`src/rtl/writeback_buffer_if.sv`:
```
// rtl/writeback_buffer_if.sv - eviction push, refill lookup and RAM write signals of the writeback buffer
interface writeback_buffer_if #(
    parameter int ADDR_W = 12,
    parameter int DATA_W = 32
);
    logic              wb_valid;
    logic              wb_ready;
    logic [ADDR_W-1:0] wb_addr;
    logic [DATA_W-1:0] wb_data;
    logic [ADDR_W-1:0] lk_addr;
    logic              lk_hit;
    logic [DATA_W-1:0] lk_data;
    logic              ram_we;
    logic [ADDR_W-1:0] ram_addr;
    logic [DATA_W-1:0] ram_wdata;
    logic              ram_ack;

    modport master (
        output wb_valid, wb_addr, wb_data, lk_addr, ram_ack,
        input  wb_ready, lk_hit, lk_data, ram_we, ram_addr, ram_wdata
    );

    modport slave (
        input  wb_valid, wb_addr, wb_data, lk_addr, ram_ack,
        output wb_ready, lk_hit, lk_data, ram_we, ram_addr, ram_wdata
    );
endinterface

```
`src/rtl/writeback_buffer.sv`:
```
// rtl/writeback_buffer.sv - coalescing in-order writeback FIFO with refill forwarding
module writeback_buffer #(
    parameter int DEPTH  = 4,
    parameter int ADDR_W = 12,
    parameter int DATA_W = 32
) (
    input  logic                     clk,
    input  logic                     rst_n,
    writeback_buffer_if.slave        bus,
    output logic [$clog2(DEPTH):0]   count,
    output logic                     empty
);
    localparam int PW = $clog2(DEPTH);
    localparam int CW = PW + 1;

    localparam logic [1:0] S_IDLE   = 2'd0;
    localparam logic [1:0] S_ISSUE  = 2'd1;
    localparam logic [1:0] S_RETIRE = 2'd2;

    logic [ADDR_W-1:0] addr_q [DEPTH];
    logic [DATA_W-1:0] data_q [DEPTH];
    logic [DEPTH-1:0]  valid_q;
    logic [PW-1:0]     head;
    logic [PW-1:0]     tail;
    logic [1:0]        state;

    logic              co_hit;
    logic [PW-1:0]     co_idx;
    logic              push;
    logic              alloc;
    logic              ack;
    logic [PW-1:0]     lk_idx;

    assign bus.wb_ready = (count < CW'(DEPTH));
    assign empty        = (count == '0);
    assign push         = bus.wb_valid & bus.wb_ready;
    assign alloc        = push & ~co_hit;
    assign ack          = (state == S_ISSUE) & bus.ram_ack;

    // The head is frozen while its write is on the RAM bus, so it never absorbs a coalesce.
    always_comb begin
        co_hit = 1'b0;
        co_idx = '0;
        for (int i = 0; i < DEPTH; i++) begin
            if (valid_q[i] && addr_q[i] == bus.wb_addr &&
                !(state == S_ISSUE && PW'(i) == head)) begin
                co_hit = 1'b1;
                co_idx = PW'(i);
            end
        end
    end

    // Walk oldest to youngest so the last match found is the youngest.
    always_comb begin
        bus.lk_hit  = 1'b0;
        bus.lk_data = '0;
        lk_idx      = '0;
        for (int k = 0; k < DEPTH; k++) begin
            lk_idx = head + PW'(k);
            if (valid_q[lk_idx] && addr_q[lk_idx] == bus.lk_addr) begin
                bus.lk_hit  = 1'b1;
                bus.lk_data = data_q[lk_idx];
            end
        end
    end

    always_ff @(posedge clk) begin
        if (push) begin
            if (co_hit) begin
                data_q[co_idx] <= bus.wb_data;
            end else begin
                addr_q[tail] <= bus.wb_addr;
                data_q[tail] <= bus.wb_data;
            end
        end
    end

    always_ff @(posedge clk or negedge rst_n) begin
        if (!rst_n) begin
            valid_q <= '0;
            head    <= '0;
            tail    <= '0;
            count   <= '0;
        end else begin
            if (ack) begin
                valid_q[head] <= 1'b0;
                head          <= head + 1'b1;
            end
            if (alloc) begin
                valid_q[tail] <= 1'b1;
                tail          <= tail + 1'b1;
            end
            count <= count + CW'(alloc) - CW'(ack);
        end
    end

    always_ff @(posedge clk or negedge rst_n) begin
        if (!rst_n) begin
            state         <= S_IDLE;
            bus.ram_we    <= 1'b0;
            bus.ram_addr  <= '0;
            bus.ram_wdata <= '0;
        end else begin
            case (state)
                S_IDLE: begin
                    if (count != '0) begin
                        bus.ram_addr <= addr_q[head];
                        // A coalesce into the head on the latch edge must not be lost.
                        bus.ram_wdata <= (push && co_hit && co_idx == head) ?
                                         bus.wb_data : data_q[head];
                        bus.ram_we   <= 1'b1;
                        state        <= S_ISSUE;
                    end
                end
                S_ISSUE: begin
                    if (bus.ram_ack) begin
                        bus.ram_we <= 1'b0;
                        state      <= S_RETIRE;
                    end
                end
                S_RETIRE: state <= S_IDLE;
                default: begin
                    bus.ram_we <= 1'b0;
                    state      <= S_IDLE;
                end
            endcase
        end
    end
endmodule

```
`src/flat_wrapper.sv`:
```
// flat-port wrapper written by rule: the top's interface ports become plain ports
module writeback_buffer_flat 
#(
    parameter int DEPTH  = 4,
    parameter int ADDR_W = 12,
    parameter int DATA_W = 32
)
  (clk, rst_n, count, empty, bus_wb_valid, bus_wb_addr, bus_wb_data, bus_lk_addr, bus_ram_ack, bus_wb_ready, bus_lk_hit, bus_lk_data, bus_ram_we, bus_ram_addr, bus_ram_wdata);
  writeback_buffer_if #(.ADDR_W(ADDR_W), .DATA_W(DATA_W)) bus_i ();
  input  logic clk;
  input  logic rst_n;
  output logic [$clog2(DEPTH):0] count;
  output logic empty;
  input wire logic [$bits(bus_i.wb_valid)-1:0] bus_wb_valid;
  input wire logic [$bits(bus_i.wb_addr)-1:0] bus_wb_addr;
  input wire logic [$bits(bus_i.wb_data)-1:0] bus_wb_data;
  input wire logic [$bits(bus_i.lk_addr)-1:0] bus_lk_addr;
  input wire logic [$bits(bus_i.ram_ack)-1:0] bus_ram_ack;
  output wire logic [$bits(bus_i.wb_ready)-1:0] bus_wb_ready;
  output wire logic [$bits(bus_i.lk_hit)-1:0] bus_lk_hit;
  output wire logic [$bits(bus_i.lk_data)-1:0] bus_lk_data;
  output wire logic [$bits(bus_i.ram_we)-1:0] bus_ram_we;
  output wire logic [$bits(bus_i.ram_addr)-1:0] bus_ram_addr;
  output wire logic [$bits(bus_i.ram_wdata)-1:0] bus_ram_wdata;
  assign bus_i.wb_valid = bus_wb_valid;
  assign bus_i.wb_addr = bus_wb_addr;
  assign bus_i.wb_data = bus_wb_data;
  assign bus_i.lk_addr = bus_lk_addr;
  assign bus_i.ram_ack = bus_ram_ack;
  assign bus_wb_ready = bus_i.wb_ready;
  assign bus_lk_hit = bus_i.lk_hit;
  assign bus_lk_data = bus_i.lk_data;
  assign bus_ram_we = bus_i.ram_we;
  assign bus_ram_addr = bus_i.ram_addr;
  assign bus_ram_wdata = bus_i.ram_wdata;
  writeback_buffer #(.DEPTH(DEPTH), .ADDR_W(ADDR_W), .DATA_W(DATA_W)) u_core (.clk(clk), .rst_n(rst_n), .bus(bus_i), .count(count), .empty(empty));
endmodule
```
`config.mk`:
```
export PLATFORM = sky130hd
export DESIGN_NAME = writeback_buffer_flat
export DESIGN_NICKNAME = d
export VERILOG_FILES = /design/src/rtl/writeback_buffer_if.sv /design/src/rtl/writeback_buffer.sv /design/src/flat_wrapper.sv
export SDC_FILE = /design/constraint.sdc
export NUM_CORES = 1
export LEC_CHECK = 0
export CORE_MARGIN = 2
export CORE_UTILIZATION = 53
export DETAILED_ROUTE_END_ITERATION = 8
export PLACE_DENSITY_LB_ADDON = 0.12
export RECOVER_POWER = 25
export SYNTH_ARGS = -nofsm -noshare
export SYNTH_HDL_FRONTEND = slang
export SYNTH_SLANG_ARGS = --single-unit
```
`constraint.sdc`:
```
create_clock -name clk -period 5.5 [get_ports clk]
set_clock_uncertainty 0.2 [all_clocks]
set_input_delay 1.1 -clock clk [delete_from_list [all_inputs] [get_ports clk]]
set_output_delay 1.1 -clock clk [all_outputs]
set_load 0.02 [all_outputs]
```
==> results of run 1 <==
==> registers in the layout, indices dropped and copies added (netlist names) <==
signal                cells
u_core.data_q           128
u_core.addr_q            48
u_core.bus.ram_wdata     32
u_core.bus.ram_addr      12
u_core.valid_q            4
u_core.count              3
u_core.head               2
u_core.state              2
u_core.tail               2
u_core.bus.ram_we         1
==> cell type report <==
class | count | area share (%)
Inverter | 11 | 0.222
Timing Repair Buffer | 235 | 11.9
Sequential cell | 234 | 36.2
Antenna cell | 3 | 0.0403
Multi-Input combinational cell | 774 | 44.3
Clock inverter | 20 | 1.23
Clock buffer | 28 | 3.53
Tap cell | 384 | 2.58
==> logic make-up (layout without fill, tap and decap cells) <==
family | Yosys count | in the layout | synth area share (%)
AO/OA/AOI/OAI | 143 | 143 | 7.20
XOR/XNOR | 95 | 95 | 5.43
adder cells (fa/ha/maj) | 11 | 11 | 0.948
buffers and inverters | 132 | 294 | 3.91
flip-flops | 234 | 234 | 44.0
multiplexers | 200 | 200 | 26.7
other | 0 | 3 | 0
AND/OR/NAND/NOR | 325 | 325 | 11.8
==> power groups by stage <==
stage                     sequential, mW  combinational [mW]  clock (mW)
final                               2.63                5.69        1.82
after global routing                2.68                6.08        1.91
after CTS                           2.62                5.62        1.84
after detailed placement            2.65                5.47           0
after global placement              2.63                5.42           0
after floorplan                     2.76                3.83           0
==> worst paths after layout <==
check | from | endpoint | slack, ps | depth (start not counted)
worst max-delay path | u_core.head[1]$_DFFE_PN0P_ | bus_lk_data[3] | 40 | 12
worst min-delay path | u_core.bus.ram_addr[9]$_DFFE_PN0P_ | u_core.bus.ram_addr[9]$_DFFE_PN0P_ | 270 | 2
worst max register to register | u_core.head[1]$_DFFE_PN0P_ | u_core.bus.ram_wdata[22]$_DFFE_PN0P_ | 1100 | 10
worst min register to register | u_core.bus.ram_addr[9]$_DFFE_PN0P_ | u_core.bus.ram_addr[9]$_DFFE_PN0P_ | 270 | 2
max in group asynchronous | rst_n | u_core.head[0]$_DFFE_PN0P_ | 2740 | 2
min in group asynchronous | rst_n | u_core.bus.ram_addr[6]$_DFFE_PN0P_ | 920 | 1
==> critical path, delay by kind of cell (launching register included) <==
kind                      cells  cell delay (ps)
DFF                           1              420
xor gates and xnor gates      1              220
muxes                         1              560
buffers and inverters         5             1140
AOI/OAI and AO/OA             3              670
and+or+nand+nor               2              530
==> through the flow <==
stage          hold slack, ps  power [mW]  cell area (um^2)  worst slack, ps
2_1_floorplan             322        6.59             15300             63.5
4_1_cts                   275        10.1             18500            -77.3
5_1_grt                   294        10.7             18600             -132
3_5_place_dp              261        8.12             17400            -79.1
3_3_place_gp              257        8.06             17400            -58.1
6_report                  270        10.1             18600             40.5
==> cell usage in the layout (no fill, tap or decap), types with 26 or more instances in the layout <==
cell type,count
a31oi_1,33
buf_4,78
clkbuf_16,26
clkdlybuf4s50_1,81
dfrtp_1,56
dlygate4sd3_1,27
edfxtp_1,176
mux2i_1,30
mux4_2,167
nand2_1,52
nand4_1,52
nor2_1,49
nor2b_1,35
nor3_1,61
o31ai_1,32
xnor2_1,76
==> timing repair <==
item / in CTS / in global routing
endpoints found under the setup margin: 33 / 33
cloned: 2 / 0
pin swaps: 5 / 10
buffers inserted: 12 / 3
resized for setup: 61 / 71
==> layer usage <==
metal  vias to the layer above  share of wire [%]  global-route usage, %
met3                       112                8.4                   5.31
li1                       4948                  -                      -
met1                      5933                 39                   39.8
met5                         -              0.048                      0
met2                       621                 49                   46.5
met4                         4                3.7                   11.8
==> metrics.md, run 1 <==
| Metric | Value |
|---|---|
| Synth cell types | 55 |
| Post-synth ARST share | between 20% and 30% |
| DRC viols | 0 |
| Hold crit path type | register to register |
| Post-DRT Antenna Nets | 0 |
| Max stage delay cell, worst path | mux4_2 |
| CTS root buf | clkbuf_16 |
| Slew margin rel. | -35.3% |
| Max_cap viols | 1 |
| Dpl cells | about 1,600 |
| Largest net degree at the start of global routing | 63 |
| Hold bufs inserted after CTS | 0 |
| Skew-Pair Late Insertion Delay | ~560 ps |
| Total Wirelength | 43.9 mm |
| Cell Rows | a little over 60 |
| GRT Util Overall | between 20% and 30% |
| Max incr delay on CP | between 500 and 600 ps |
| Primary FF master, synth | edfxtp_1 |
| Syn avg cell area | around 13 um^2 |
| Reg power frac | 25.9% |
| Core Util, Final | around two thirds |
| Final hold vios | 0 |
| First-pass GRT wire length | ~68 mm |
| Reg area | slightly below 7000 um^2 |
| Fin cells | around 1,700 |
| DR iter-0 viols | about 1,300 |
| Max frequency | 183 MHz |
| Total gr overflow | 0 |
| Worst Setup Start Kind | register |
| Initial antenna violation count | 5 |
| Fin. max-slew vios | 31 |
| EDFF count, synth | about 180 |
| Fill cells | 2,178 |
| CP Capture Type | output port |
| Largest area contributor in the netlist | edfxtp_1 |
| Syn Std Cell Area | 15,300 um^2 |
| Num Clock Sinks | around 230 |
| Run status | finished with violations |
| Deepest clock path buffer count | 3 |
| Synth top cells by count | edfxtp_1 (176), mux4_2 (167), clkbuf_1 (84) |
| Vias in the first global route | between 10,000 and 15,000 |
| Tmin final | ~5500 ps |
| CP Cell Sequence | buf_4 > buf_16 > mux4_2 > xnor2_1 > nand4_1 > a2111oi_2 > buf_4 > o31a_1 > buf_12 > a2111oi_1 > nor3_1 > dlygate4sd2_1 |
| Final Setup Violations | 0 |
| Fin nets | between 1,000 and 1,500 |
| Clock power share | ~18% |
| CORE AREA | between 20,000 and 30,000 um^2 |
| Port bufs | between 100 and 150 |
| RSZ-0062 raised after global routing | yes |
| DIE HEIGHT | approximately 170 um |
| Crit Path Max Fanout | 35 |
| Failing checks | max-capacitance violations, max-slew violations |
| Net count after synthesis | about 1,200 |
| CTS tree | done |
| DR vias | between 10,000 and 15,000 |
| Clock transition at path regs | ~60 ps |
| Switching pwr | ~4.0 mW |
| Htree depth | 1 |
| Worst slew pin tran | 2030 ps |
| Cells taking the most area after synthesis | edfxtp_1 (35%), mux4_2 (25%), dfrtp_1 (9.5%), xnor2_1 (4.5%), nor3_1 (2.3%) |
| IO Count | between 100 and 150 |
| VDD IR max | approximately 310 uV |
| Critical Path RT | around 4200 ps |
| CP most frequent cell | buf_4 |
| Setup CP Type | register to output port |
| Net Sw Frac | around two fifths |
| Drt pass-1 iters | 7 |
| Gpl congestion | 0.926 |
| Final worst-path cycle share | approximately 99% |
| Area Overhead vs Synth | 21.6% |
| Initial Utilization | between 50 and 60% |
| Detailed-placement wirelength estimate | approximately 28 mm |
| Vias per std cell | approximately 7 |
| Most common cell in the netlist | edfxtp_1 |
| Critical path arrival | approximately 4200 ps |
| Post-Syn Instances | between 1,000 and 1,500 |
| Die X | about 170 um |
| Combinational share of power | about 56% |
| Yosys reg bits | about 230 |
| Power per cell area | 544 nW/um^2 |
| WL per Instance | between 20 and 30 um |
| Leak Pwr | between 6 and 7 nW |
| Ys Warns | 0 |
| CTS buffer count | 26 |
| Int Pwr | about 6 mW |
| Die area | just over 30,000 um^2 |
| Share of cells above drive strength 1 | 28.9% |
| Setup TNS | 0 ps |
| Synth top area share | roughly a third |
| Post-synthesis sequential area ratio | about 44% |
| Multi-input logic area | approximately 8200 um^2 |
Note: power is estimated with default switching activity, not from simulation.
==> run 2, diff against run 1 <==
Settings changed: CORE_MARGIN 2 to 10, SKIP_CTS_REPAIR_TIMING from default to 1.
==> metrics.md, run 2 (synthesis gave the netlist of run 1 again) <==
| Metric | Value |
|---|---|
| GRT Util Overall | 24.2% (-4.9 points) |
| Port bufs | 142 (unchanged) |
| Initial Utilization | 53.5% (-0.15 points) |
| Hold_sp | u_core.bus.ram_addr[3]$_DFFE_PN0P_ |
| VDD IR max | 675 uV (+120%) |
| Clock transition at path regs | 60 ps (about the same) |
| Worst Setup Start Kind | register |
| Critical path arrival | 4300 ps (+140 ps) |
| Detailed-placement wirelength estimate | 29.3 mm (+3.8%) |
| Tmin final | 5600 ps (+141 ps) |
| Skew-Pair Late Insertion Delay | 540 ps (-20 ps) |
| Register bank with the most flops | u_core.data_q |
| Worst slew pin tran | 2090 ps (+64.2 ps) |
| Delay-heaviest family, CP | buffers and inverters |
| Crit Path Max Fanout | 9 (-74%) |
| Top flop regs | u_core.data_q: 128 flops, u_core.addr_q: 48 flops, u_core.bus.ram_wdata: 32 flops |
| Final worst-path cycle share | 102% (+2.6 points) |
| Origin of the critical flop-to-flop path | u_core.head[0]$_DFFE_PN0P_ |
| Tot Pwr | 10.3 mW (+1.8%) |
| Deepest clock path buffer count | 3 (unchanged) |
| Total gr overflow | 0 (unchanged) |
| Hold Slack | 277 ps (+7.12 ps) |
| Max incr delay on CP | 550 ps (about the same) |
| Initial antenna violation count | 2 (-3) |
| Share of cells above drive strength 1 | 26.2% (-2.7 points) |
| Critical Path RT | 4200 ps (about the same) |
| DR vias | 11,400 (-1.9%) |
| DRC viols | 0 (unchanged) |
| First-pass GRT wire length | 68.6 mm (+0.56%) |
| Vias per std cell | 6.79 (-1.4%) |
| Power per cell area | 548 nW/um^2 (+0.74%) |
| WL per Instance | 26.7 um (+2.8%) |
| CTS root buf | clkbuf_16 |
| Vias in the first global route | 11,400 (-1.8%) |
| Finished Cell Area | 18,800 um^2 (+1.0%) |
| Critical path depth in cells | 12 (unchanged) |
| CP Cell Sequence | inv_1 > ha_4 > mux4_2 > xor2_1 > nor4_2 > nand4_2 > o31a_1 > buf_4 > buf_12 > a2111oi_2 > nor3_1 > clkdlybuf4s50_1 |
| Die X | 190 um (+9.2%) |
| Worst Path Buf+Inv | 4 (-1) |
| Final setup margin | -100 ps (-141 ps) |
| Largest net degree at the start of global routing | 74 (+17%) |
| Total Wirelength | 44.9 mm (+2.2%) |
| Final Setup Violations | 5 (+5) |
| Number of flip-flops in the largest register | 128 (unchanged) |
| Slew margin rel. | -39.6% (-4.3 points) |
| Htree depth | 1 (unchanged) |
| CTS buffer count | 27 (+3.8%) |
| CP Capture Type | output port |
| Fin nets | 1,344 (-0.67%) |
| Cell Rows | 62 (unchanged) |
| IO Count | 143 (unchanged) |
| Failing checks | max-capacitance violations, max-slew violations, negative setup slack |
| DR iter-0 viols | 1,066 (-21%) |
| Die area | 36,100 um^2 (+19%) |
| Worst hold stages | 2 (unchanged) |
| Area Overhead vs Synth | 22.9% |
| Max frequency | 179 MHz (-2.5%) |
| Run status | finished with violations |
| Max_cap viols | 1 (unchanged) |
| Leak Pwr | 6.70 nW (+6.1%) |
| DIE HEIGHT | 190 um (+9.2%) |
| Hold crit path type | register to register |
| Max stage delay cell, worst path | clkdlybuf4s50_1 |
| Most frequent cells in the layout | edfxtp_1 (176), mux4_2 (167), clkdlybuf4s50_1 (83) |
| CORE AREA | 28,600 um^2 (+0.27%) |
| Post-DRT Antenna Nets | 0 (unchanged) |
| Most common cell after layout, fill and taps aside | edfxtp_1 |
| Final hold vios | 0 (unchanged) |
| Fin. max-slew vios | 31 (unchanged) |
| Setup CP Type | register to output port |
| Num Clock Sinks | 234 (unchanged) |
| Gpl congestion | 0.911 (-1.7%) |
| RSZ-0062 raised after global routing | yes |
| Placement Cell Area | 17,500 um^2 (+0.31%) |
| Core Util, Final | 65.7% (+0.49 points) |
| Crit path from | u_core.head[0]$_DFFE_PN0P_ |
| CTS tree | done |
| Drt pass-1 iters | 6 (-1) |
| R2R cell count | 12 (+2) |
run 2: cell count changes in the layout (fill, tap and decap cells not counted), moves of 4 or more:
cell,before,now
dlygate4sd2_1,11,0
nor3_1,61,65
clkbuf_16,26,30
dlymetal6s2s_1,1,27
clkbuf_2,13,1
buf_12,10,17
nor3_2,8,4
buf_4,78,59
run 2: area by class of cell:
cell class              count  area, um^2
flip-flops and latches    234        6740
inverters                  11        41.3
well taps                 384         480
clock buffers              34         732
multi-input cells         774        8170
fillers                  2116        9810
repair buffers            225        2400
clock inverters            16         241
diodes                      1        2.50
run 2: path summary, 6_finish.rpt:
check | to | slack [ps]
hold reg to reg | u_core.bus.ram_addr[3]$_DFFE_PN0P_ | 280
max in group asynchronous | u_core.head[0]$_DFFE_PN0P_ | 2680
min in group asynchronous | u_core.head[0]$_DFFE_PN0P_ | 960
hold / removal | u_core.bus.ram_addr[3]$_DFFE_PN0P_ | 280
setup / recovery | bus_lk_data[13] | -100
setup reg to reg | u_core.bus.ram_wdata[19]$_DFFE_PN0P_ | 1510
run 2: worst reg2reg max path: cells and delay by family, from the launching register on:
family | cells | cell delay [ps]
AO/OA/AOI/OAI | 4 | 1240
adder cells (fa/ha/maj) | 1 | 240
buffers and inverters | 4 | 950
flip-flops | 1 | 480
AND/OR/NAND/NOR | 3 | 720
run 2: power by group:
part	switching, mW	total [mW]	internal [mW]
Combinational	2.93	5.73	2.80
Clock	0.739	1.96	1.22
Sequential	0.310	2.62	2.31
run 2: through the flow:
step           setup TNS, ps  setup slack (ps)  std cells
3_5_place_dp            -408              -108       1617
3_3_place_gp            -601             -96.5       1617
2_1_floorplan              0              63.5       1140
4_1_cts                -9850              -445       1667
6_report                -314              -100       1679
5_1_grt                -1290              -268       1679
run 2: metal layers:
layer	vias to the layer above	routed length [um]	global-route usage (%)
li1	4916	-	-
met4	2	914	5.83
met5	-	13	0
met1	5771	18400	33.5
met3	69	4180	4.76
met2	635	21300	38.7
==> run 3, diff against run 2 <==
Settings changed: CORE_UTILIZATION 53 to 55.
Clock period 5.5 ns to 6.03 ns, I/O delays scaled along.
==> metrics.md, run 3 (synthesis gave the netlist of run 1 again) <==
| Metric | Value |
|---|---|
| Final hold vios | 0 (unchanged) |
| DIE HEIGHT | 187 um (-1.6%) |
| Leak Pwr | 6.42 nW (-4.2%) |
| Max stage delay cell, worst path | clkdlybuf4s50_1 |
| Post-DRT Antenna Nets | 0 (unchanged) |
| Gpl congestion | 0.923 (+1.3%) |
| Initial antenna violation count | 1 (-1) |
| Final Setup Violations | 9 (+4) |
| Register bank with the most flops | u_core.data_q |
| Hold Slack | 268 ps (-8.71 ps) |
| DRC viols | 0 (unchanged) |
| Htree depth | 1 (unchanged) |
| Worst Setup Start Kind | register |
| Die X | 187 um (-1.6%) |
| Fin nets | 1,311 (-2.5%) |
| Total Wirelength | 44.7 mm (-0.46%) |
| Placement Cell Area | 17,100 um^2 (-2.2%) |
| Num Clock Sinks | 234 (unchanged) |
| Critical path arrival | 4760 ps (+460 ps) |
| Port bufs | 142 (unchanged) |
| Number of flip-flops in the largest register | 128 (unchanged) |
| CP most frequent cell | buf_4 |
| CP Capture Type | output port |
| Fin cells | 1,640 (-2.3%) |
| Crit Path Max Fanout | 19 (+10) |
| Final worst-path cycle share | 102% |
| Critical Path RT | 4620 ps (+420 ps) |
| Most common cell after layout, fill and taps aside | edfxtp_1 |
| RSZ-0062 raised after global routing | yes |
| Max frequency | between 150 and 200 MHz |
| Area Overhead vs Synth | 19.9% |
| DR vias | 11,300 (-0.62%) |
| Slew margin rel. | -31.8% (+7.8 points) |
| Most frequent cells in the layout | edfxtp_1 (176), mux4_2 (167), clkdlybuf4s50_1 (90) |
| Fin. max-slew vios | 31 (unchanged) |
| WL per Instance | 27.2 um (+1.9%) |
| Cell Rows | 61 (-1.6%) |
| Top flop regs | u_core.data_q: 128 flops, u_core.addr_q: 48 flops, u_core.bus.ram_wdata: 32 flops |
| Power per cell area | 509 nW/um^2 (-7.1%) |
| Largest net degree at the start of global routing | 98 (+32%) |
| Clock transition at path regs | 60 ps (about the same) |
| Detailed-placement wirelength estimate | 27.7 mm (-5.4%) |
| Skew-Pair Late Insertion Delay | 560 ps (+20 ps) |
| Core Util, Final | 66.4% (+0.72 points) |
| Final setup margin | -137 ps (-36.2 ps) |
| CTS buffer count | 27 (unchanged) |
| IO Count | 143 (unchanged) |
| Max incr delay on CP | 570 ps (+20 ps) |
| Drt pass-1 iters | 5 (-1) |
| Dpl cells | 1,578 (-2.4%) |
| CTS root buf | clkbuf_16 |
| Initial Utilization | 55.4% (+1.9 points) |
| First-pass GRT wire length | 66.8 mm (-2.6%) |
| Vias in the first global route | 11,200 (-1.7%) |
| Vias per std cell | 6.90 (+1.7%) |
| Total gr overflow | 0 (unchanged) |
| CP Cell Sequence | inv_1 > ha_4 > buf_4 > buf_4 > buf_4 > mux2i_1 > o22ai_1 > o21ai_1 > nand4_2 > o31a_1 > buf_12 > a2111oi_1 > nor3_1 > clkdlybuf4s50_1 |
| VDD IR max | 382 uV (-43%) |
| Deepest clock path buffer count | 3 (unchanged) |
| Fill cells | 2,047 (-3.3%) |
| Die area | 34,900 um^2 (-3.3%) |
| Run status | finished with violations |
| CORE AREA | 27,600 um^2 (-3.5%) |
| Setup CP Type | register to output port |
| Share of cells above drive strength 1 | 23.1% (-3.1 points) |
| Tmin final | between 6000 and 7000 ps |
| Max_cap viols | 1 (unchanged) |
| CTS tree | done |
| DR iter-0 viols | 1,195 (+12%) |
| Worst slew pin tran | 1980 ps (-116 ps) |
| GRT Util Overall | 24.0% (-0.14 points) |
| Finished Cell Area | 18,400 um^2 (-2.4%) |
| Hold crit path type | register to register |
| Failing checks | max-capacitance violations, max-slew violations, negative setup slack |
-- run 3: path summary, 6_finish.rpt --
check                      slack [ps]  cells after the start                                  to                                from
max                              -140                     14                      bus_lk_data[6]          u_core.head[0]$_DFFE_PN0P_
min                               270                      2  u_core.bus.ram_addr[9]$_DFFE_PN0P_  u_core.bus.ram_addr[9]$_DFFE_PN0P_
max reg2reg                      1040                     10      u_core.data_q[3][25]$_DFFE_PP_          u_core.head[1]$_DFFE_PN0P_
min reg2reg                       270                      2  u_core.bus.ram_addr[9]$_DFFE_PN0P_  u_core.bus.ram_addr[9]$_DFFE_PN0P_
max in group asynchronous        3210                      2          u_core.head[1]$_DFFE_PN0P_                               rst_n
min in group asynchronous         990                      1       u_core.bus.ram_we$_DFFE_PN0P_                               rst_n
-- run 3: worst max-delay path, delay by kind of cell (launching register included) --
family | cells | cell delay, ps
muxes | 1 | 290
AOI/OAI and AO/OA | 4 | 1310
adders and majority gates | 1 | 370
buffers and inverters | 6 | 1400
DFF | 1 | 480
and+or+nand+nor | 2 | 330
-- run 3: routing by layer --
metal	up-vias	wire length, um	track usage [%]	share of wire (%)
li1	4859	-	-	-
met2	573	22500	40.1	50
met5	-	0	0	0
met4	0	791	6.05	1.8
met1	5828	17700	32.0	40
met3	62	3640	4.33	8.1
-- run 3: where the power goes --
| group | switching [mW] | total (mW) | internal [mW] |
|---|---|---|---|
| registers | 0.284 | 2.40 | 2.11 |
| clock network | 0.688 | 1.86 | 1.18 |
| logic | 2.62 | 5.09 | 2.47 |
| total | 3.59 | 9.35 | 5.76 |
-- run 3: area by class of cell --
type,count,area (um^2),share of cell area (%)
clock inverter,20,315,1.72
inverter,11,41.3,0.225
tap,378,473,2.58
timing repair buffer,192,2010,11.0
antenna,1,2.50,0.0136
clock buffer,30,697,3.80
sequential,234,6740,36.7
multi-input combinational,774,8070,44.0
-- run 3: metrics by stage --
stage | setup WS, ps | power (mW) | TNS, ps
finish | -137 | 9.35 | -615
global route | -162 | 9.80 | -1370
CTS | -333 | 9.22 | -7390
detailed placement | 13.4 | 7.32 | 0
global placement | -31.7 | 7.28 | -83.4
floorplan | 488 | 6.01 | 0
